[src/rtl/alu_seq.sv]
// Multi-cycle ALU: single-cycle logic ops plus bit-serial shifter and shift-add multiplier.
// Results and S/Z/C/V flags are registered and announced by a one-cycle out_valid pulse.
module alu_seq #(
  parameter int WIDTH = 16,
  parameter int SHW   = 4
) (
  input  logic             clk,
  input  logic             rst,
  input  logic             in_valid,
  output logic             in_ready,
  input  logic [3:0]       opcode,
  input  logic [SHW-1:0]   d,
  input  logic [WIDTH-1:0] alu_in_a,
  input  logic [WIDTH-1:0] alu_in_b,
  output logic [WIDTH-1:0] alu_out,
  output logic             out_valid,
  output logic             S,
  output logic             Z,
  output logic             C,
  output logic             V
);

  localparam logic [3:0] OP_ADD = 4'd0;
  localparam logic [3:0] OP_SUB = 4'd1;
  localparam logic [3:0] OP_AND = 4'd2;
  localparam logic [3:0] OP_OR  = 4'd3;
  localparam logic [3:0] OP_XOR = 4'd4;
  localparam logic [3:0] OP_CMP = 4'd5;
  localparam logic [3:0] OP_MOV = 4'd6;
  localparam logic [3:0] OP_SLL = 4'd8;
  localparam logic [3:0] OP_SLR = 4'd9;
  localparam logic [3:0] OP_SRL = 4'd10;
  localparam logic [3:0] OP_SRA = 4'd11;
  localparam logic [3:0] OP_MUL = 4'd12;
  localparam int         MSB    = WIDTH - 1;

  typedef enum logic [1:0] {IDLE, SHIFT, MUL} state_t;

  state_t             state, state_next;
  logic [3:0]         op_q;
  logic [SHW:0]       cnt_q;
  logic [WIDTH-1:0]   sh_q;
  logic [WIDTH-1:0]   mcand_q;
  logic [WIDTH-1:0]   hi_q, lo_q;

  logic               accept;
  logic               is_shift;
  logic [WIDTH:0]     sum, diff, mul_add;
  logic [WIDTH-1:0]   sh_step, hi_n, lo_n;
  logic               sh_c;
  logic               wr, wr_out;
  logic [WIDTH-1:0]   res;
  logic               c_n, v_n;

  assign in_ready = (state == IDLE);
  assign accept   = in_valid && in_ready;
  assign is_shift = (opcode[3:2] == 2'b10);

  // NOTE: every output of this block gets a default first so no latch is inferred.
  always_comb begin
    state_next = state;
    wr         = 1'b0;
    wr_out     = 1'b0;
    res        = '0;
    c_n        = 1'b0;
    v_n        = 1'b0;
    sum        = {1'b0, alu_in_a} + {1'b0, alu_in_b};
    diff       = {1'b0, alu_in_a} - {1'b0, alu_in_b};

    // One serial shift step; sh_c is the bit leaving the register.
    sh_step = sh_q;
    sh_c    = 1'b0;
    case (op_q)
      OP_SLL: begin sh_step = {sh_q[MSB-1:0], 1'b0};     sh_c = sh_q[MSB]; end
      OP_SLR: begin sh_step = {sh_q[MSB-1:0], sh_q[MSB]}; sh_c = 1'b0;     end
      OP_SRL: begin sh_step = {1'b0, sh_q[MSB:1]};        sh_c = sh_q[0];   end
      OP_SRA: begin sh_step = {sh_q[MSB], sh_q[MSB:1]};   sh_c = sh_q[0];   end
      default: ;
    endcase

    // One shift-add step: conditionally add multiplicand to the high half, then shift right.
    mul_add = lo_q[0] ? ({1'b0, hi_q} + {1'b0, mcand_q}) : {1'b0, hi_q};
    hi_n    = mul_add[WIDTH:1];
    lo_n    = {mul_add[0], lo_q[MSB:1]};

    case (state)
      IDLE: begin
        if (in_valid) begin
          if (opcode == OP_MUL) begin
            state_next = MUL;
          end else if (is_shift && d != '0) begin
            state_next = SHIFT;
          end else begin
            wr     = 1'b1;
            wr_out = (opcode != OP_CMP);
            case (opcode)
              OP_ADD: begin
                res = sum[MSB:0];
                c_n = sum[WIDTH];
                v_n = (alu_in_a[MSB] == alu_in_b[MSB]) && (sum[MSB] != alu_in_a[MSB]);
              end
              OP_SUB, OP_CMP: begin
                res = diff[MSB:0];
                c_n = diff[WIDTH];
                v_n = (alu_in_a[MSB] != alu_in_b[MSB]) && (diff[MSB] != alu_in_a[MSB]);
              end
              OP_AND: res = alu_in_a & alu_in_b;
              OP_OR:  res = alu_in_a | alu_in_b;
              OP_XOR: res = alu_in_a ^ alu_in_b;
              OP_MOV: res = alu_in_b;
              OP_SLL, OP_SLR, OP_SRL, OP_SRA: res = alu_in_a;
              default: res = '0;
            endcase
          end
        end
      end
      SHIFT: begin
        if (cnt_q == (SHW+1)'(1)) begin
          wr         = 1'b1;
          wr_out     = 1'b1;
          res        = sh_step;
          c_n        = sh_c;
          state_next = IDLE;
        end
      end
      MUL: begin
        if (cnt_q == (SHW+1)'(1)) begin
          wr         = 1'b1;
          wr_out     = 1'b1;
          res        = lo_n;
          c_n        = |hi_n;
          v_n        = |hi_n;
          state_next = IDLE;
        end
      end
      default: state_next = IDLE;
    endcase
  end

  // NOTE: sequential state uses non-blocking assignments so all registers update from pre-edge values.
  always_ff @(posedge clk) begin
    if (rst) begin
      state     <= IDLE;
      out_valid <= 1'b0;
      alu_out   <= '0;
      S         <= 1'b0;
      Z         <= 1'b0;
      C         <= 1'b0;
      V         <= 1'b0;
    end else begin
      state     <= state_next;
      out_valid <= wr;
      if (wr) begin
        if (wr_out) alu_out <= res;
        S <= res[MSB];
        Z <= (res == '0);
        C <= c_n;
        V <= v_n;
      end
    end
  end

  // NOTE: working registers need no reset; they are always loaded on accept before being used.
  always_ff @(posedge clk) begin
    if (accept) begin
      op_q    <= opcode;
      cnt_q   <= (opcode == OP_MUL) ? (SHW+1)'(WIDTH) : {1'b0, d};
      sh_q    <= alu_in_a;
      mcand_q <= alu_in_a;
      hi_q    <= '0;
      lo_q    <= alu_in_b;
    end else if (state == SHIFT) begin
      sh_q  <= sh_step;
      cnt_q <= cnt_q - (SHW+1)'(1);
    end else if (state == MUL) begin
      hi_q  <= hi_n;
      lo_q  <= lo_n;
      cnt_q <= cnt_q - (SHW+1)'(1);
    end
  end

endmodule

[config.mk]
export PLATFORM = sky130hd
export DESIGN_NAME = alu_seq
export DESIGN_NICKNAME = d
export VERILOG_FILES = /design/src/rtl/alu_seq.sv
export SDC_FILE = /design/constraint.sdc
export NUM_CORES = 1
export LEC_CHECK = 0
export ABC_AREA = 1
export CORE_ASPECT_RATIO = 0.75
export CORE_MARGIN = 4
export CORE_UTILIZATION = 35
export CTS_CLUSTER_SIZE = 25
export DETAILED_ROUTE_END_ITERATION = 7
export HOLD_SLACK_MARGIN = 0.06
export SETUP_SLACK_MARGIN = 0.05
export SLEW_MARGIN = 20
export SYNTH_ARGS = -nofsm -noshare
export SYNTH_HDL_FRONTEND = slang
export SYNTH_SLANG_ARGS = --single-unit
[constraint.sdc]
create_clock -name clk -period 8.33 [get_ports clk]
set_input_delay 0.833 -clock clk [delete_from_list [all_inputs] [get_ports clk]]
set_output_delay 0.833 -clock clk [all_outputs]
set_load 0.05 [all_outputs]
# After elaboration in Yosys (flattened, before gate mapping)
# Index checks and enable logic that the tools add are counted.
# W data, S select, Z words.
[totals]
output_inout_bits = 22
word_cells = 114
inputBits = 43
register_bits = 96
[classes]
reduce_logical = 20
mux = 45
addsub = 4
bitwise = 4
eq_ne = 28
[ops]
columns = ["cell", "count"]
rows = [
  ["$mux W16", 10],
  ["$pmux W16 S7", 1],
  ["$pmux W16 S4", 1],
  ["$pmux W16 S3", 1],
  ["$eq A4 B4 Y1 const B", 9],
  ["$add A16 B16 Y17", 2],
  ["$mux W5", 4],
  ["$mux W17", 1],
  ["$sub A16 B16 Y17", 1],
  ["$and A16 B16 Y16", 1],
  ["$logic_not A16 Y1", 1],
  ["$or A16 B16 Y16", 1],
  ["$reduce_or A16 Y1", 1],
  ["$xor A16 B16 Y16", 1],
  ["$mux W1", 15],
  ["$eq A4 B3 Y1 const B", 3],
  ["$pmux W1 S2", 6],
  ["$eq A4 B2 Y1 const B", 2],
  ["$mux W2", 4],
  ["$reduce_and A2 Y1", 3],
  ["$reduce_or A2 Y1", 3],
  ["$eq A5 B1 Y1 const B", 1],
  ["$sub A5 B1 Y5 const B", 1],
  ["$eq A2 B2 Y1 const B", 2],
  ["19 further kinds", 26],
]

# Logic depth before layout (Yosys ltp)
# Gate-level depths: netlist of run 1.
[logic_depth]
depth_word = 8
ltp_mapped = 20
depth_no_buf = 20

# Worst setup path after synthesis of run 1
# OpenSTA, ideal clock, no wires.
[synth_path]
kind = "flip-flop to flip-flop"
startpoint = "register state[0]"
endpoint = "register lo_q[0] (enable)"
required_ns = 7.942
stages_incl_launch_ff = 8
period_less_slack_ns = 3.133
path_slack_ns = 5.197
arrival_ns = 2.745
path_buffers = 1
setup_time_ns = 0.388
path_cell_list = "dfxtp_1 -> inv_1 -> ha_1 -> nand2_1 -> inv_1 -> nor2_1 -> clkbuf_1 -> nor2_1"
[synth_between]
elab_chain_len = 4
elab_cells_between_ends = 7
cone_classes = "eq/ne: 3; reduce/logical: 4"
[synth_rtl]
columns = ["element", "line", "rtl"]
rows = [
  ["start, declared", "39", "state_t state, state_next;"],
  ["start signal, assigned", "151", "state <= state_next;"],
  ["$logic_not A2 Y1 *", "55", "assign in_ready = (state == IDLE);"],
  ["named net in_ready", "10", "output logic in_ready,"],
  ["$logic_and A1 B1 Y1 *", "56", "assign accept = in_valid && in_ready;"],
  ["named net accept", "46", "logic accept;"],
  ["$ne A2 B2 Y1 (no line) / $reduce_bool A2 Y1 (equally long branches)", "n/a", ""],
  ["$reduce_and A2 Y1 (no line) *", "n/a", ""],
  ["end signal, assigned", "171", "lo_q <= alu_in_b;"],
  ["end signal, assigned", "177", "lo_q <= lo_n;"],
  ["end, declared", "44", "logic [WIDTH-1:0] hi_q, lo_q;"],
]
# The timed path passes the listed nets; every way through them passes the cells marked *.
# A chain may end at the register's enable or synchronous reset.

# Worst setup path in the final report of run 1
[layout_path]
startpoint = "input alu_in_a[1]"
endpoint = "register Z"
[layout_between]
elab_chain_len = 7
elab_cells_between_ends = 11
cone_classes = "add/sub: 2; mux: 5; bitwise: 3; reduce/logical: 1"
[layout_rtl]
columns = ["element", "line", "rtl"]
rows = [
  ["start, declared", "13", "input logic [WIDTH-1:0] alu_in_a,"],
  ["$sub A16 B16 Y17 (tied with other cells)", "68", "diff = {1'b0, alu_in_a} - {1'b0, alu_in_b};"],
  ["$pmux W16 S7 *", "96", "case (opcode)"],
  ["$mux W16 *", "91", "end else if (is_shift && d != '0) begin"],
  ["$mux W16 *", "89", "if (opcode == OP_MUL) begin"],
  ["$mux W16 *", "88", "if (in_valid) begin"],
  ["$pmux W16 S3 *", "86", "case (state)"],
  ["$logic_not A16 Y1 *", "156", "Z <= (res == '0);"],
  ["end signal, assigned", "156", ""],
  ["end, declared", "18", "output logic Z,"],
]
# Every way passes the cells marked *; elsewhere a longest branch is shown, timed or not.

==> impl_results.md, run 1 <==
* All-Layer GR Usage at 20.6%
* Core area at 23200 um2
* Vias in the first global route at 7728
* Tot Pwr at 2.54 mW
* Synth warn at 0
* Layout cells sized above 1 at roughly 3%
* Post-DP HPWL at 21.3 mm
* Setup clock skew after layout at 0.0105 ns
* Sequential share of power at between 30% and 40%
* Static leakage at 4.55 nW
* Clock root cell: clkbuf_16
* Min Clock Period, post-route at around 3.7 ns
* Max Fclk at 272 MHz
* CP Data Arrival Time at 3.96 ns
* RePlAce Congestion at 0.950
* Unrepaired setup endpoints after global routing: no
* Hold-fix buffers at CTS at 0
* Detailed-route DRC error count at 0
* Mapped Area at 8310 um2
* Htree depth at 3
* Synth top area share at 20.6%
* Crit start category: primary input
* Max-Cap Viols at 0
* Worst Hold Class: reg2reg
* Num ports at 65
* Psw at 1.12 mW
* Ant. Diodes at 0
* Largest fanout on the critical path at 6
* Post-route setup slack at 4.66 ns
* CP endpoint kind: flip-flop
* First-pass GRT wire length at 42.7 mm
* Outcome: complete, no violations
* Post-place setup slack at 4.31 ns
* Pin count of the biggest net entering global routing at 71
* Die width at 186 um
* Distinct cells, synth at 43
* Syn Area/Cell at 6.71 um2
* Clock sinks at 96
* Maximum VDD drop at 132 uV
* Worst-Margin Slew at 0.908 ns
* Fin nets at 1401
* # fillers at 2456
* Main synth FF type: edfxtp_1
* Max_slew headroom at 39.4%
* Comb pwr share at 47.1%
* Deepest clock path buffer count at 2
* Clock Latency Late Sink at 0.35 ns
* Vias per Instance at roughly 5.3
* Area grow syn2layout at 14.5%
* Die area at approximately 26000 um2
* Routed Antenna Nets at 0
* Setup TNS at 0 ns
* Sw Ratio at 44.2%
* Net Count, Synth at 1361
* Cell Rows at 48
* Final setup viols at 0
* Data required, critical path at around 8.6 ns
* Post-CTS Setup Inserts at 0
* Post-synth EDFFs at 57
* Drt wl/cell at approximately 17 um
* Port bufs at 64
* Post-Synthesis Cells at 1240
* Area contributors post-synth: edfxtp_1 (21%), nand2_1 (15%), ha_1 (11%)
* Reg-to-reg setup timing slack at 4.91 ns
* Drt total wl at 27.2 mm
* Initial DRC Count at roughly 920
* GR Overflow Total at 0
* Int Pwr at 1.42 mW
* Clock Power Share at 19.3%
* Ys async rst share at 0%
* Post_cts resized at 0
* Chip height at 141 um
* Register area share after synthesis at 30.0%
* Initial Utilization at between 30% and 40%
* CTS Buf Count at 9
* Pre-antenna DRT Iters at 5
* Final Max Slew Viols at 0
* Power per Cell Area at 266 nW/um2
* Synth Register Bits at 96
* Synth area leader: edfxtp_1
* Via Count at 8397
* Period utilization at 44.1%
* Clk pin slew, worst setup/hold paths at 0.07 ns
* CTS tree: yes
* Final Hold Vio Count at 0
* Initial antenna violation count at 0
* Crit path kind: in2reg
-- through the flow --
stage / cell area, um2 / hold slack (ns) / std cells / util, %
2_1_floorplan: 8310 / 0.449 / 1240 / -
3_3_place_gp: 9170 / 0.460 / 1569 / 39.5
3_5_place_dp: 9170 / 0.460 / 1569 / 39.5
4_1_cts: 9520 / 0.471 / 1585 / 41.1
5_1_grt: 9520 / 0.490 / 1585 / 41.1
6_report: 9520 / 0.469 / 1585 / 41.1
-- flip-flops by register name (all words and copies together) (netlist names), 2 cells and up --
signal and flops:
alu_out 16, hi_q 16, lo_q 16, mcand_q 16, sh_q 16, cnt_q 5
op_q 4, state 2
-- layer usage --
layer | wire, um | vias up | GRT usage, %
li1 | - | 4178 | -
met1 | 13100 | 3853 | 31.2
met2 | 11600 | 335 | 30.4
met3 | 2090 | 31 | 3.92
met4 | 409 | 0 | 4.29
met5 | 0 | - | 0
-- final cells by class --
cell class | instances | area, um2 | share of cell area (%)
clock inverter | 5 | 81.3 | 0.854
inverter | 190 | 713 | 7.49
multi-input combinational | 913 | 4900 | 51.4
clock buffer | 11 | 275 | 2.89
tap | 300 | 375 | 3.94
sequential | 96 | 2490 | 26.2
timing repair buffer | 70 | 686 | 7.20
-- power groups by stage --
stage	registers [mW]	clock network [mW]	logic [mW]
6_report	0.853	0.490	1.19
5_1_grt	0.875	0.517	1.35
4_1_cts	0.852	0.497	1.19
3_5_place_dp	0.860	0	1.18
3_3_place_gp	0.859	0	1.18
2_1_floorplan	0.873	0	0.817
-- worst paths after layout --
kind | cells after the start | start | end
setup / recovery | 20 | alu_in_a[1] | Z
hold / removal | 2 | V | V
setup reg to reg | 7 | state[0] | cnt_q[1]
hold reg to reg | 2 | V | V
-- Yosys cell counts, types with 3 or more instances --
library cell	count
a211oi_1	7
a21oi_1	49
a22o_1	3
a22oi_1	11
a31oi_1	9
buf_2	20
buf_4	5
clkbuf_1	13
dfxtp_1	39
edfxtp_1	57
fa_1	3
ha_1	75
inv_1	185
inv_2	4
nand2_1	332
nand2_2	3
nand3_1	134
nand4_1	9
nor2_1	86
nor2_2	4
nor3_1	11
o211ai_1	17
o21a_1	3
o21ai_0	103
o21ai_1	5
o21bai_1	7
o22ai_1	25
xor2_1	3
-- worst max-delay path, cell delays in order --
cell and delay (ns):
clkdlybuf4s50_1 0.77, inv_1 0.19, fa_1 0.48, inv_1 0.09, nand3_1 0.10, nand2_1 0.16, nand2_1 0.09, nand2_1 0.13
nand3_1 0.15, nand2_1 0.09, nand2_1 0.06, nand3_1 0.08, nand3_1 0.14, nand2_1 0.09, nand2_1 0.09, nor2_1 0.10
nand3_1 0.07, nor2_1 0.13, nor2_1 0.05, nor2_1 0.07
-- logic make-up (layout without fill, tap and decap cells) --
logic type	Yosys count	count (layout)	synth area share, %
and+or+nand+nor	586	586	29.5
AOI/OAI and AO/OA	245	245	17.0
buffers and inverters	231	276	11.1
DFF	96	96	30.0
adders and majority gates	78	78	12.0
xor gates and xnor gates	4	4	0.421
-- cells in the final DEF (no fill, tap or decap), types with 9 or more instances in the layout --
cell type	n
dfxtp_1	39
a31oi_1	9
ha_1	75
o22ai_1	25
nor2_1	86
nand2_1	331
clkdlybuf4s50_1	64
nor3_1	11
a22oi_1	11
edfxtp_1	57
o21ai_0	103
a21oi_1	49
inv_1	185
nand4_1	9
clkbuf_16	11
nand3_1	134
o211ai_1	17
(Power assumes the default switching activity.)
==> run 2: changes to the inputs <==
Clock period 8.33 ns to 3.8 ns, I/O delays scaled along.
==> impl_results.md, run 2 (same netlist as run 1, synthesis figures left out) <==
* Pre-antenna DRT Iters at 5 (unchanged)
* Final setup viols at 0 (unchanged)
* Pin count of the biggest net entering global routing at 69 (was 71)
* Maximum VDD drop at 269 uV (was 132 uV)
* Htree depth at 3 (unchanged)
* Data required, critical path at 4.08 ns (was 8.62 ns)
* Via Count at 8590 (was 8397)
* Max_slew headroom at 40.2% (was 39.4%)
* Final Hold Vio Count at 0 (unchanged)
* Tot Pwr at 5.45 mW (was 2.54 mW)
* Post-CTS Setup Inserts at 0 (unchanged)
* Largest fanout on the critical path at 10 (was 6)
* CP endpoint kind: flip-flop (unchanged)
* Setup clock skew after layout at 0.00702 ns (was 0.0105 ns)
* Deepest clock path buffer count at 2 (unchanged)
* All-Layer GR Usage at 21.7% (was 20.6%)
* CP startpoint: alu_in_a[8] (was alu_in_a[1])
* Clock Latency Late Sink at 0.35 ns (about the same)
* Reg-to-reg setup timing slack at 1.14 ns (was 4.91 ns)
* Chip height at 141 um (unchanged)
* CTS tree: yes (unchanged)
* Num ports at 65 (unchanged)
* Routed Antenna Nets at 0 (unchanged)
* Max Fclk at around 300 MHz
* Final Max Slew Viols at 0 (unchanged)
* Die area at 26300 um2 (unchanged)
* Reg2Reg Depth at 15 (was 7)
* Die width at 186 um (unchanged)
* Fin util at 41.3% (was 41.1%)
* Post-place setup slack at 0.284 ns (was 4.31 ns)
* Vias in the first global route at 7985 (was 7728)
* Clk pin slew, worst setup/hold paths at 0.07 ns (about the same)
* Hold-fix buffers at CTS at 0 (unchanged)
* CP Data Arrival Time at 3.52 ns (was 3.96 ns)
* First-pass GRT wire length at 44.6 mm (was 42.7 mm)
* Initial Utilization at 35.9% (unchanged)
* Crit start category: primary input (unchanged)
* Final Non-Filler Cells at 1602 (was 1585)
* Detailed-route DRC error count at 0 (unchanged)
* Cell Rows at 48 (unchanged)
* Vias per Instance at 5.36 (was 5.30)
* Min Clock Period, post-route at ~3.2 ns
* Initial antenna violation count at 0 (unchanged)
* GR Overflow Total at 0 (unchanged)
* Area grow syn2layout at 15.2% (was 14.5%)
* Clock sinks at 96 (unchanged)
* Drt wl/cell at 17.9 um (was 17.2 um)
* Period utilization at 85.2%
* RePlAce Congestion at 0.975 (was 0.950)
* Initial DRC Count at 992 (was 919)
* Worst Hold Class: reg2reg (unchanged)
* Port bufs at 64 (unchanged)
* Core area at 23200 um2 (unchanged)
* Layout cells sized above 1 at 4.07% (was 2.96%)
* Setup TNS at 0 ns (unchanged)
* Worst R2R End: V (was cnt_q[1])
* Fin nets at 1418 (was 1401)
* Crit path to: Z (unchanged)
* Unrepaired setup endpoints after global routing: no (unchanged)
* Worst-Margin Slew at 0.893 ns (was 0.908 ns)
* Ant. Diodes at 0 (unchanged)
* CTS Buf Count at 9 (unchanged)
* Clock root cell: clkbuf_16 (unchanged)
* Commonest non-fill, non-tap cell in the layout: nand2_1 (unchanged)
* Drt total wl at 28.6 mm (was 27.2 mm)
* # fillers at 2429 (was 2456)
* RR Startpoint: mcand_q[8] (was state[0])
* Crit path kind: in2reg (unchanged)
* Placed cells at 1586 (was 1569)
* Most frequent cells in the layout: nand2_1 (331), inv_1 (185), nand3_1 (134), o21ai_0 (103), nor2_1 (86) (unchanged)
* Max-Cap Viols at 0 (unchanged)
* Power per Cell Area at 569 nW/um2 (was 266 nW/um2)
* Static leakage at 4.60 nW (was 4.55 nW)
* Outcome: complete, no violations (unchanged)
* Post-route setup slack at 0.563 ns (was 4.66 ns)
* Post-DP HPWL at 22.8 mm (was 21.3 mm)
* Post_cts resized at 0 (unchanged)
-- run 2: cell count changes in the layout (fill, tap and decap cells not counted), sizes merged --
| cell | delta |
|---|---|
| clkinv | -1 |
| bufinv | -2 |
| clkbuf | +3 |
| buf | +17 |
-- run 2: through the flow --
step                hold WS, ns  instance area, um2
CTS                       0.482                9580
floorplan                 0.449                8310
global placement          0.459                9290
finish                    0.480                9580
detailed placement        0.471                9290
global route              0.503                9580
-- run 2: how the worst min path moves through the flow --
stage	from	end	slack [ns]	depth (start not counted)
after floorplan	hi_q[12]	hi_q[12]	0.45	2
after global placement	V	V	0.46	2
after detailed placement	V	V	0.47	2
after CTS	V	V	0.48	2
after global routing	V	V	0.50	2
final	V	V	0.48	2
-- run 2: cell type report --
class,instances,area (um2),area share (%)
Clock buffer,14,275,2.87
Tap cell,300,375,3.92
Multi-Input combinational cell,913,4900,51.1
Sequential cell,96,2490,26.0
Clock inverter,2,11.3,0.118
Inverter,190,713,7.45
Timing Repair Buffer,87,813,8.49
-- run 2: worst max-delay path, stage by stage --
cell	delay, ns
clkdlybuf4s50_1	0.59
inv_1	0.16
ha_1	0.51
inv_1	0.18
o21ai_0	0.33
nand2_1	0.10
nand2_1	0.12
a21oi_1	0.14
nand2_1	0.12
nand2_1	0.05
nand3_1	0.07
nand2_1	0.07
a21oi_2	0.30
nand4_1	0.15
nor2_1	0.13
nor2_1	0.05
nor2_1	0.07
-- run 2: per-layer routing --
layer	vias up	global-route usage (%)	part of all wire [%]
li1	4214	-	-
met1	3962	31.3	46
met2	363	32.6	43
met3	51	5.00	9.1
met4	0	6.09	2.2
met5	-	0	0
-- run 2: report_power, final --
group / internal [mW] / switching (mW)
Combinational: 0.860 / 1.83
Sequential: 1.61 / 0.255
Clock: 0.502 / 0.388
Total: 2.97 / 2.48
